$ cat src/rtl/ram_port_arbiter_if.sv
// Signal bundle between the CPU/debug requesters, the arbiter and one single-port RAM.
// The master modport is the requester/RAM side; the slave modport is the arbiter.
interface ram_port_arbiter_if #(
  parameter int DATA_WIDTH = 8,
  parameter int ADDR_WIDTH = 16
);
  logic                  cpu_req;
  logic                  cpu_we;
  logic [ADDR_WIDTH-1:0] cpu_addr;
  logic [DATA_WIDTH-1:0] cpu_wdata;
  logic                  cpu_gnt;
  logic [DATA_WIDTH-1:0] cpu_rdata;
  logic                  cpu_rvalid;

  logic                  dbg_req;
  logic                  dbg_we;
  logic [ADDR_WIDTH-1:0] dbg_addr;
  logic [DATA_WIDTH-1:0] dbg_wdata;
  logic                  dbg_gnt;
  logic [DATA_WIDTH-1:0] dbg_rdata;
  logic                  dbg_rvalid;

  logic [ADDR_WIDTH-1:0] ram_addr;
  logic [DATA_WIDTH-1:0] ram_wdata;
  logic                  ram_cs_n;
  logic                  ram_we_n;
  logic [DATA_WIDTH-1:0] ram_rdata;

  modport master (
    output cpu_req, cpu_we, cpu_addr, cpu_wdata,
    input  cpu_gnt, cpu_rdata, cpu_rvalid,
    output dbg_req, dbg_we, dbg_addr, dbg_wdata,
    input  dbg_gnt, dbg_rdata, dbg_rvalid,
    input  ram_addr, ram_wdata, ram_cs_n, ram_we_n,
    output ram_rdata
  );

  modport slave (
    input  cpu_req, cpu_we, cpu_addr, cpu_wdata,
    output cpu_gnt, cpu_rdata, cpu_rvalid,
    input  dbg_req, dbg_we, dbg_addr, dbg_wdata,
    output dbg_gnt, dbg_rdata, dbg_rvalid,
    output ram_addr, ram_wdata, ram_cs_n, ram_we_n,
    input  ram_rdata
  );
endinterface

$ cat src/rtl/ram_port_arbiter.sv
// Arbitrates a single-port RAM between a high-priority CPU port and a debug port,
// with a bounded-starvation counter that eventually lets a waiting debug request win.
module ram_port_arbiter #(
  parameter int DATA_WIDTH   = 8,
  parameter int ADDR_WIDTH   = 16,
  parameter int STARVE_LIMIT = 8
) (
  input  logic              clk,
  input  logic              n_reset,
  ram_port_arbiter_if.slave bus,
  output logic [1:0]        slot_state
);

  typedef enum logic [1:0] {
    IDLE    = 2'd0,
    CPU_ACC = 2'd1,
    DBG_ACC = 2'd2
  } slot_e;

  localparam int CW = (STARVE_LIMIT > 0) ? $clog2(STARVE_LIMIT + 1) : 1;
  localparam logic [CW-1:0] LIMIT_C = CW'(STARVE_LIMIT);

  slot_e                 slot;
  logic                  rd_flag;
  logic [CW-1:0]         starve_cnt;
  logic [ADDR_WIDTH-1:0] ram_addr_q;
  logic [DATA_WIDTH-1:0] ram_wdata_q;
  logic                  ram_cs_n_q;
  logic                  ram_we_n_q;
  logic [DATA_WIDTH-1:0] cpu_rdata_q;
  logic [DATA_WIDTH-1:0] dbg_rdata_q;
  logic                  cpu_rvalid_q;
  logic                  dbg_rvalid_q;
  logic                  dbg_win;
  logic                  cpu_gnt;
  logic                  dbg_gnt;
  logic                  cpu_xfer;
  logic                  dbg_xfer;

  // Handshake: a port transfers on the posedge where req && gnt; the requester keeps
  // req/we/addr/wdata stable until then, and req still high afterwards is a new request.
  always_comb begin
    dbg_win = bus.dbg_req &&
              (!bus.cpu_req || ((STARVE_LIMIT != 0) && (starve_cnt == LIMIT_C)));
    cpu_gnt = n_reset && bus.cpu_req && !dbg_win;
    dbg_gnt = n_reset && dbg_win;
  end

  assign cpu_xfer = bus.cpu_req && cpu_gnt;
  assign dbg_xfer = bus.dbg_req && dbg_gnt;

  always_ff @(posedge clk or negedge n_reset) begin
    if (!n_reset) begin
      slot         <= IDLE;
      rd_flag      <= 1'b0;
      starve_cnt   <= '0;
      ram_addr_q   <= '0;
      ram_wdata_q  <= '0;
      ram_cs_n_q   <= 1'b1;
      ram_we_n_q   <= 1'b1;
      cpu_rdata_q  <= '0;
      dbg_rdata_q  <= '0;
      cpu_rvalid_q <= 1'b0;
      dbg_rvalid_q <= 1'b0;
    end else begin
      // The RAM cycle that just ended returns its read data to whichever port owned it.
      cpu_rvalid_q <= 1'b0;
      dbg_rvalid_q <= 1'b0;
      if (rd_flag && (slot == CPU_ACC)) begin
        cpu_rvalid_q <= 1'b1;
        cpu_rdata_q  <= bus.ram_rdata;
      end
      if (rd_flag && (slot == DBG_ACC)) begin
        dbg_rvalid_q <= 1'b1;
        dbg_rdata_q  <= bus.ram_rdata;
      end

      if (cpu_xfer) begin
        slot        <= CPU_ACC;
        ram_addr_q  <= bus.cpu_addr;
        ram_wdata_q <= bus.cpu_wdata;
        ram_cs_n_q  <= 1'b0;
        ram_we_n_q  <= ~bus.cpu_we;
        rd_flag     <= ~bus.cpu_we;
      end else if (dbg_xfer) begin
        slot        <= DBG_ACC;
        ram_addr_q  <= bus.dbg_addr;
        ram_wdata_q <= bus.dbg_wdata;
        ram_cs_n_q  <= 1'b0;
        ram_we_n_q  <= ~bus.dbg_we;
        rd_flag     <= ~bus.dbg_we;
      end else begin
        slot       <= IDLE;
        ram_cs_n_q <= 1'b1;
        ram_we_n_q <= 1'b1;
        rd_flag    <= 1'b0;
      end

      if (dbg_xfer || !bus.dbg_req) begin
        starve_cnt <= '0;
      end else if (starve_cnt != LIMIT_C) begin
        starve_cnt <= starve_cnt + CW'(1);
      end
    end
  end

  assign bus.cpu_gnt    = cpu_gnt;
  assign bus.dbg_gnt    = dbg_gnt;
  assign bus.cpu_rdata  = cpu_rdata_q;
  assign bus.dbg_rdata  = dbg_rdata_q;
  assign bus.cpu_rvalid = cpu_rvalid_q;
  assign bus.dbg_rvalid = dbg_rvalid_q;
  assign bus.ram_addr   = ram_addr_q;
  assign bus.ram_wdata  = ram_wdata_q;
  assign bus.ram_cs_n   = ram_cs_n_q;
  assign bus.ram_we_n   = ram_we_n_q;
  assign slot_state     = slot;

endmodule

$ cat src/flat_wrapper.sv
// flat-port wrapper written by rule: the top's interface ports become plain ports
module ram_port_arbiter_flat 
#(
  parameter int DATA_WIDTH   = 8,
  parameter int ADDR_WIDTH   = 16,
  parameter int STARVE_LIMIT = 8
)
  (clk, n_reset, slot_state, bus_cpu_req, bus_cpu_we, bus_cpu_addr, bus_cpu_wdata, bus_cpu_gnt, bus_cpu_rdata, bus_cpu_rvalid, bus_dbg_req, bus_dbg_we, bus_dbg_addr, bus_dbg_wdata, bus_dbg_gnt, bus_dbg_rdata, bus_dbg_rvalid, bus_ram_addr, bus_ram_wdata, bus_ram_cs_n, bus_ram_we_n, bus_ram_rdata);
  ram_port_arbiter_if #(.DATA_WIDTH(DATA_WIDTH), .ADDR_WIDTH(ADDR_WIDTH)) bus_i ();
  input  logic clk;
  input  logic n_reset;
  output logic [1:0] slot_state;
  input wire logic [$bits(bus_i.cpu_req)-1:0] bus_cpu_req;
  input wire logic [$bits(bus_i.cpu_we)-1:0] bus_cpu_we;
  input wire logic [$bits(bus_i.cpu_addr)-1:0] bus_cpu_addr;
  input wire logic [$bits(bus_i.cpu_wdata)-1:0] bus_cpu_wdata;
  output wire logic [$bits(bus_i.cpu_gnt)-1:0] bus_cpu_gnt;
  output wire logic [$bits(bus_i.cpu_rdata)-1:0] bus_cpu_rdata;
  output wire logic [$bits(bus_i.cpu_rvalid)-1:0] bus_cpu_rvalid;
  input wire logic [$bits(bus_i.dbg_req)-1:0] bus_dbg_req;
  input wire logic [$bits(bus_i.dbg_we)-1:0] bus_dbg_we;
  input wire logic [$bits(bus_i.dbg_addr)-1:0] bus_dbg_addr;
  input wire logic [$bits(bus_i.dbg_wdata)-1:0] bus_dbg_wdata;
  output wire logic [$bits(bus_i.dbg_gnt)-1:0] bus_dbg_gnt;
  output wire logic [$bits(bus_i.dbg_rdata)-1:0] bus_dbg_rdata;
  output wire logic [$bits(bus_i.dbg_rvalid)-1:0] bus_dbg_rvalid;
  output wire logic [$bits(bus_i.ram_addr)-1:0] bus_ram_addr;
  output wire logic [$bits(bus_i.ram_wdata)-1:0] bus_ram_wdata;
  output wire logic [$bits(bus_i.ram_cs_n)-1:0] bus_ram_cs_n;
  output wire logic [$bits(bus_i.ram_we_n)-1:0] bus_ram_we_n;
  input wire logic [$bits(bus_i.ram_rdata)-1:0] bus_ram_rdata;
  assign bus_i.cpu_req = bus_cpu_req;
  assign bus_i.cpu_we = bus_cpu_we;
  assign bus_i.cpu_addr = bus_cpu_addr;
  assign bus_i.cpu_wdata = bus_cpu_wdata;
  assign bus_cpu_gnt = bus_i.cpu_gnt;
  assign bus_cpu_rdata = bus_i.cpu_rdata;
  assign bus_cpu_rvalid = bus_i.cpu_rvalid;
  assign bus_i.dbg_req = bus_dbg_req;
  assign bus_i.dbg_we = bus_dbg_we;
  assign bus_i.dbg_addr = bus_dbg_addr;
  assign bus_i.dbg_wdata = bus_dbg_wdata;
  assign bus_dbg_gnt = bus_i.dbg_gnt;
  assign bus_dbg_rdata = bus_i.dbg_rdata;
  assign bus_dbg_rvalid = bus_i.dbg_rvalid;
  assign bus_ram_addr = bus_i.ram_addr;
  assign bus_ram_wdata = bus_i.ram_wdata;
  assign bus_ram_cs_n = bus_i.ram_cs_n;
  assign bus_ram_we_n = bus_i.ram_we_n;
  assign bus_i.ram_rdata = bus_ram_rdata;
  ram_port_arbiter #(.DATA_WIDTH(DATA_WIDTH), .ADDR_WIDTH(ADDR_WIDTH), .STARVE_LIMIT(STARVE_LIMIT)) u_core (.clk(clk), .n_reset(n_reset), .bus(bus_i), .slot_state(slot_state));
endmodule
$ cat config.mk
export PLATFORM = sky130hd
export DESIGN_NAME = ram_port_arbiter_flat
export DESIGN_NICKNAME = d
export VERILOG_FILES = /design/src/rtl/ram_port_arbiter_if.sv /design/src/rtl/ram_port_arbiter.sv /design/src/flat_wrapper.sv
export SDC_FILE = /design/constraint.sdc
export NUM_CORES = 1
export LEC_CHECK = 0
export BUFFER_PORTS_ARGS = -buffer_cell sky130_fd_sc_hd__buf_2
export CORE_UTILIZATION = 40
export CTS_BUF_LIST = sky130_fd_sc_hd__clkbuf_4 sky130_fd_sc_hd__clkbuf_8
export CTS_CLUSTER_SIZE = 24
export DETAILED_ROUTE_END_ITERATION = 8
export GPL_TIMING_DRIVEN = 0
export PLACE_DENSITY = 0.7
export SLEW_MARGIN = 20
export SYNTH_ARGS = -nofsm -noshare
export SYNTH_HDL_FRONTEND = slang
export SYNTH_SLANG_ARGS = --single-unit
$ cat constraint.sdc
create_clock -name clk -period 2.1 [get_ports clk]
set_input_delay 0.21 -clock clk [delete_from_list [all_inputs] [get_ports clk]]
set_output_delay 0.21 -clock clk [all_outputs]
set_load 0.1 [all_outputs]
==> results_dict.tcl <==
set metrics [dict create \
    cts_sinks 51 \
    p_int_mw 1.81 \
    maxCapViolations 0 \
    pin_count 110 \
    vias 1960 \
    io_buffers 109 \
    syn_to_final_growth_pct 36.4 \
    yosys_warnings 0 \
    outcome "complete, no violations" \
    grt_setup_unrepaired "false" \
    drv_slew 0 \
    final_cell_mix "buf_2 (106), dfrtp_1 (49), nor3b_1 (26)" \
    critPathLaunchType "flip-flop" \
    netlist_area_mm2 0.00236 \
    grt_pass1_wl_mm 9.65 \
    via_per_inst 5.08 \
    drc 0 \
    ys_seq_area_share_pct 54.3 \
    p_leak_nw 1.55 \
    root_buffer "clkbuf_8" \
    nets 377 \
    drive_gt1_share_pct 47.8 \
    wl_per_cell_um 15.4 \
    die_h_um 78.7 \
    pwr-share-comb_pct 46.5 \
    cp_num_buf_inv 4 \
    synth_xor_area_share_pct 0.743 \
    synth_fa_ha_area_share_pct 1.06 \
    cts_tree "done" \
    seqCellArea_mm2 0.00128 \
    finalCritPeriodShare_pct 92.8 \
    grt-ovfl-total 0 \
    synth_nets 255 \
    synth_simple_gate_area_share_pct 19.1 \
    skew_ns 0.0103 \
    place_hpwl_mm 4.02 \
    grt_max_degree 50 \
    wl_met1_mm 2.77 \
    multiInputGateArea_um2 983 \
    diodes 0 \
    synth_compound_area_share_pct 12.6 \
    seqPwrFrac_pct 33.9 \
    cts_buffer_depth 2 \
    switching_share_pct 49.3 \
    cpMaxStageDelayCell "dfrtp_1" \
    maxSlewHeadroom_pct 66.5 \
    tightest_slew_ns 0.500 \
    timing.fmax_mhz 513 \
    worstPathRequired_ns 1.89 \
    coreArea_mm2 0.00561 \
    syn_inst 191 \
    start_util_pct 42.0 \
    wl_mm 5.96 \
    worst_hold_path_type "in -> reg" \
    grtUsageTotal_pct 20.4 \
    drt.antenna.violating_nets 0 \
    clk_latency_ns 0.30 \
    fillCellCount 526 \
    power_mw 3.57 \
    crit_path_end_kind "primary output" \
    synthMuxAreaShare_pct 7.65 \
    p_per_area_mw_per_mm2 1110 \
    fp.dieW_um 78.7 \
    first_iter_violations 67 \
    clock_power_share_pct 19.7 \
    critPathTopFamily "buffers and inverters" \
    slowest_delay_ns 0.38 \
    gp_congestion 0.779 \
    min_period_ns 1.95 \
    yosys_register_bits 51 \
    top_layer_used "met4" \
    met2WireLength_mm 2.75 \
    synth_top_family_by_area "simple AND/OR/NAND/NOR gates" \
    cp_cell_sequence "inv_2 > ha_4 > and4b_1 > buf_6 > or2_4 > clkinvlp_4 > buf_12" \
    grt_pass1_vias 1965 \
    final_common_cell "buf_2" \
    routed-wl-met3_um 374 \
    antenna_found_initial 0 \
    p_sw_mw 1.76 \
    syn_area_per_cell_um2 12.3 \
    final.setup.tns_ns 0 \
    synth_cell_type_count 28 \
    die_area_mm2 0.00620 \
    ir_drop_uv 713 \
    path_max_fanout 7 \
    clkTransAtPathRegs_ns 0.10 \
    dr.pass1.iters 4 \
    rows 27 \
    htree_levels 2 \
    numCtsBuffers 5 \
    critical_path_arrival_ns 1.74 \
    hold_viol 0 \
    final-setup-viol-count 0 \
    path_class "reg -> out" \
]
[flip-flops by register name, indices dropped and copies added, names as in the netlist]
register and count:
u_core.bus.dbg_rdata 8, u_core.bus.ram_addr 16, u_core.bus.ram_wdata 8, u_core.rd_flag 1
u_core.starve_cnt 4, u_core.bus.dbg_rvalid 1, u_core.bus.cpu_rdata 8, u_core.bus.ram_we_n 1
u_core.bus.ram_cs_n 1, u_core.slot_state 2, u_core.bus.cpu_rvalid 1
[through the flow]
stage	hold WS, ns	utilization, %	area (µm²)	std cells	setup slack (ns)
floorplan	-0.0856	-	2360	191	0.142
global placement	0.457	53.4	3000	372	-0.895
detailed placement	0.285	53.5	3000	372	-0.524
CTS	0.135	57.1	3200	385	0.0259
global route	0.139	57.3	3210	386	0.0501
finish	0.142	57.3	3210	386	0.150
[area by class of cell]
cell class                 count  share of cell area, %
buffer                        11                   1.75
clock buffer                   5                   2.14
clock inverter                 3                   1.48
inverter                       8                   1.05
multi-input combinational    119                   30.6
sequential                    51                   39.8
tap                           72                   2.80
timing repair buffer         117                   20.4
[power groups by stage]
stage | registers, mW | logic (mW) | clock network (mW)
after CTS | 1.21 | 1.67 | 0.725
after global placement | 1.23 | 1.63 | 0
after global routing | 1.23 | 1.72 | 0.760
final | 1.21 | 1.66 | 0.702
after detailed placement | 1.23 | 1.64 | 0
after floorplan | 2.34 | 0.234 | 0
[kinds of logic (layout without fill, tap and decap cells)]
family	after synthesis	count (layout)
fa+ha+maj	2	2
compound gates	32	32
mux	16	16
flops	51	51
buf+inv	21	144
xor+xnor	2	2
simple gates	67	67
[per-layer routing]
layer / GRT usage (%) / vias to the layer above
li1: - / 943
met1: 27.6 / 937
met2: 33.0 / 74
met3: 4.02 / 6
met4: 5.74 / 0
met5: 0 / -
[path summary, 6_finish.rpt]
path                                               from                 endpoint  slack (ns)  depth (start not counted)
max in group asynchronous                       n_reset     u_core.starve_cnt[2]        1.20                          3
worst max-delay path               u_core.starve_cnt[0]              bus_cpu_gnt        0.15                          7
worst max register to register     u_core.starve_cnt[0]  u_core.bus.ram_addr[12]        0.17                          8
worst min-delay path                   bus_ram_rdata[0]  u_core.bus.cpu_rdata[0]        0.14                          2
min in group asynchronous                       n_reset      u_core.bus.ram_cs_n        0.63                          2
worst min register to register  u_core.bus.dbg_rdata[7]  u_core.bus.dbg_rdata[7]        0.51                          1
[synthesized netlist by cell type, drive strengths merged]
library cell | instances | area share (%)
a211oi | 2 | 0.64
a21oi | 1 | 0.21
a221o | 24 | 10
a32oi | 1 | 0.37
and2 | 24 | 6.4
and3 | 2 | 0.53
and4b | 1 | 0.42
and4bb | 1 | 0.53
buf | 4 | 1.9
clkbuf | 9 | 1.4
dfrtp | 49 | 52
dfstp | 2 | 2.2
ha | 2 | 1.1
inv | 8 | 1.3
mux2 | 16 | 7.6
nand2 | 4 | 0.64
nand2b | 1 | 0.27
nand3 | 2 | 0.42
nand3b | 3 | 0.96
nor2 | 1 | 0.16
nor3 | 1 | 0.21
nor3b | 26 | 8.3
o21a | 3 | 0.96
o21ai | 1 | 0.21
or2 | 1 | 0.27
xnor2 | 1 | 0.37
xor2 | 1 | 0.37
[repair_timing]
item | in CTS | in global routing
hold buffers | 2 | 0
endpoints found under the hold margin | 49 | 0
resized for setup | 9 | 3
buffers inserted | 4 | 2
setup endpoints to repair | 2 | 12
pin swaps | 0 | 1
Note: power is estimated with default switching activity, not from simulation.
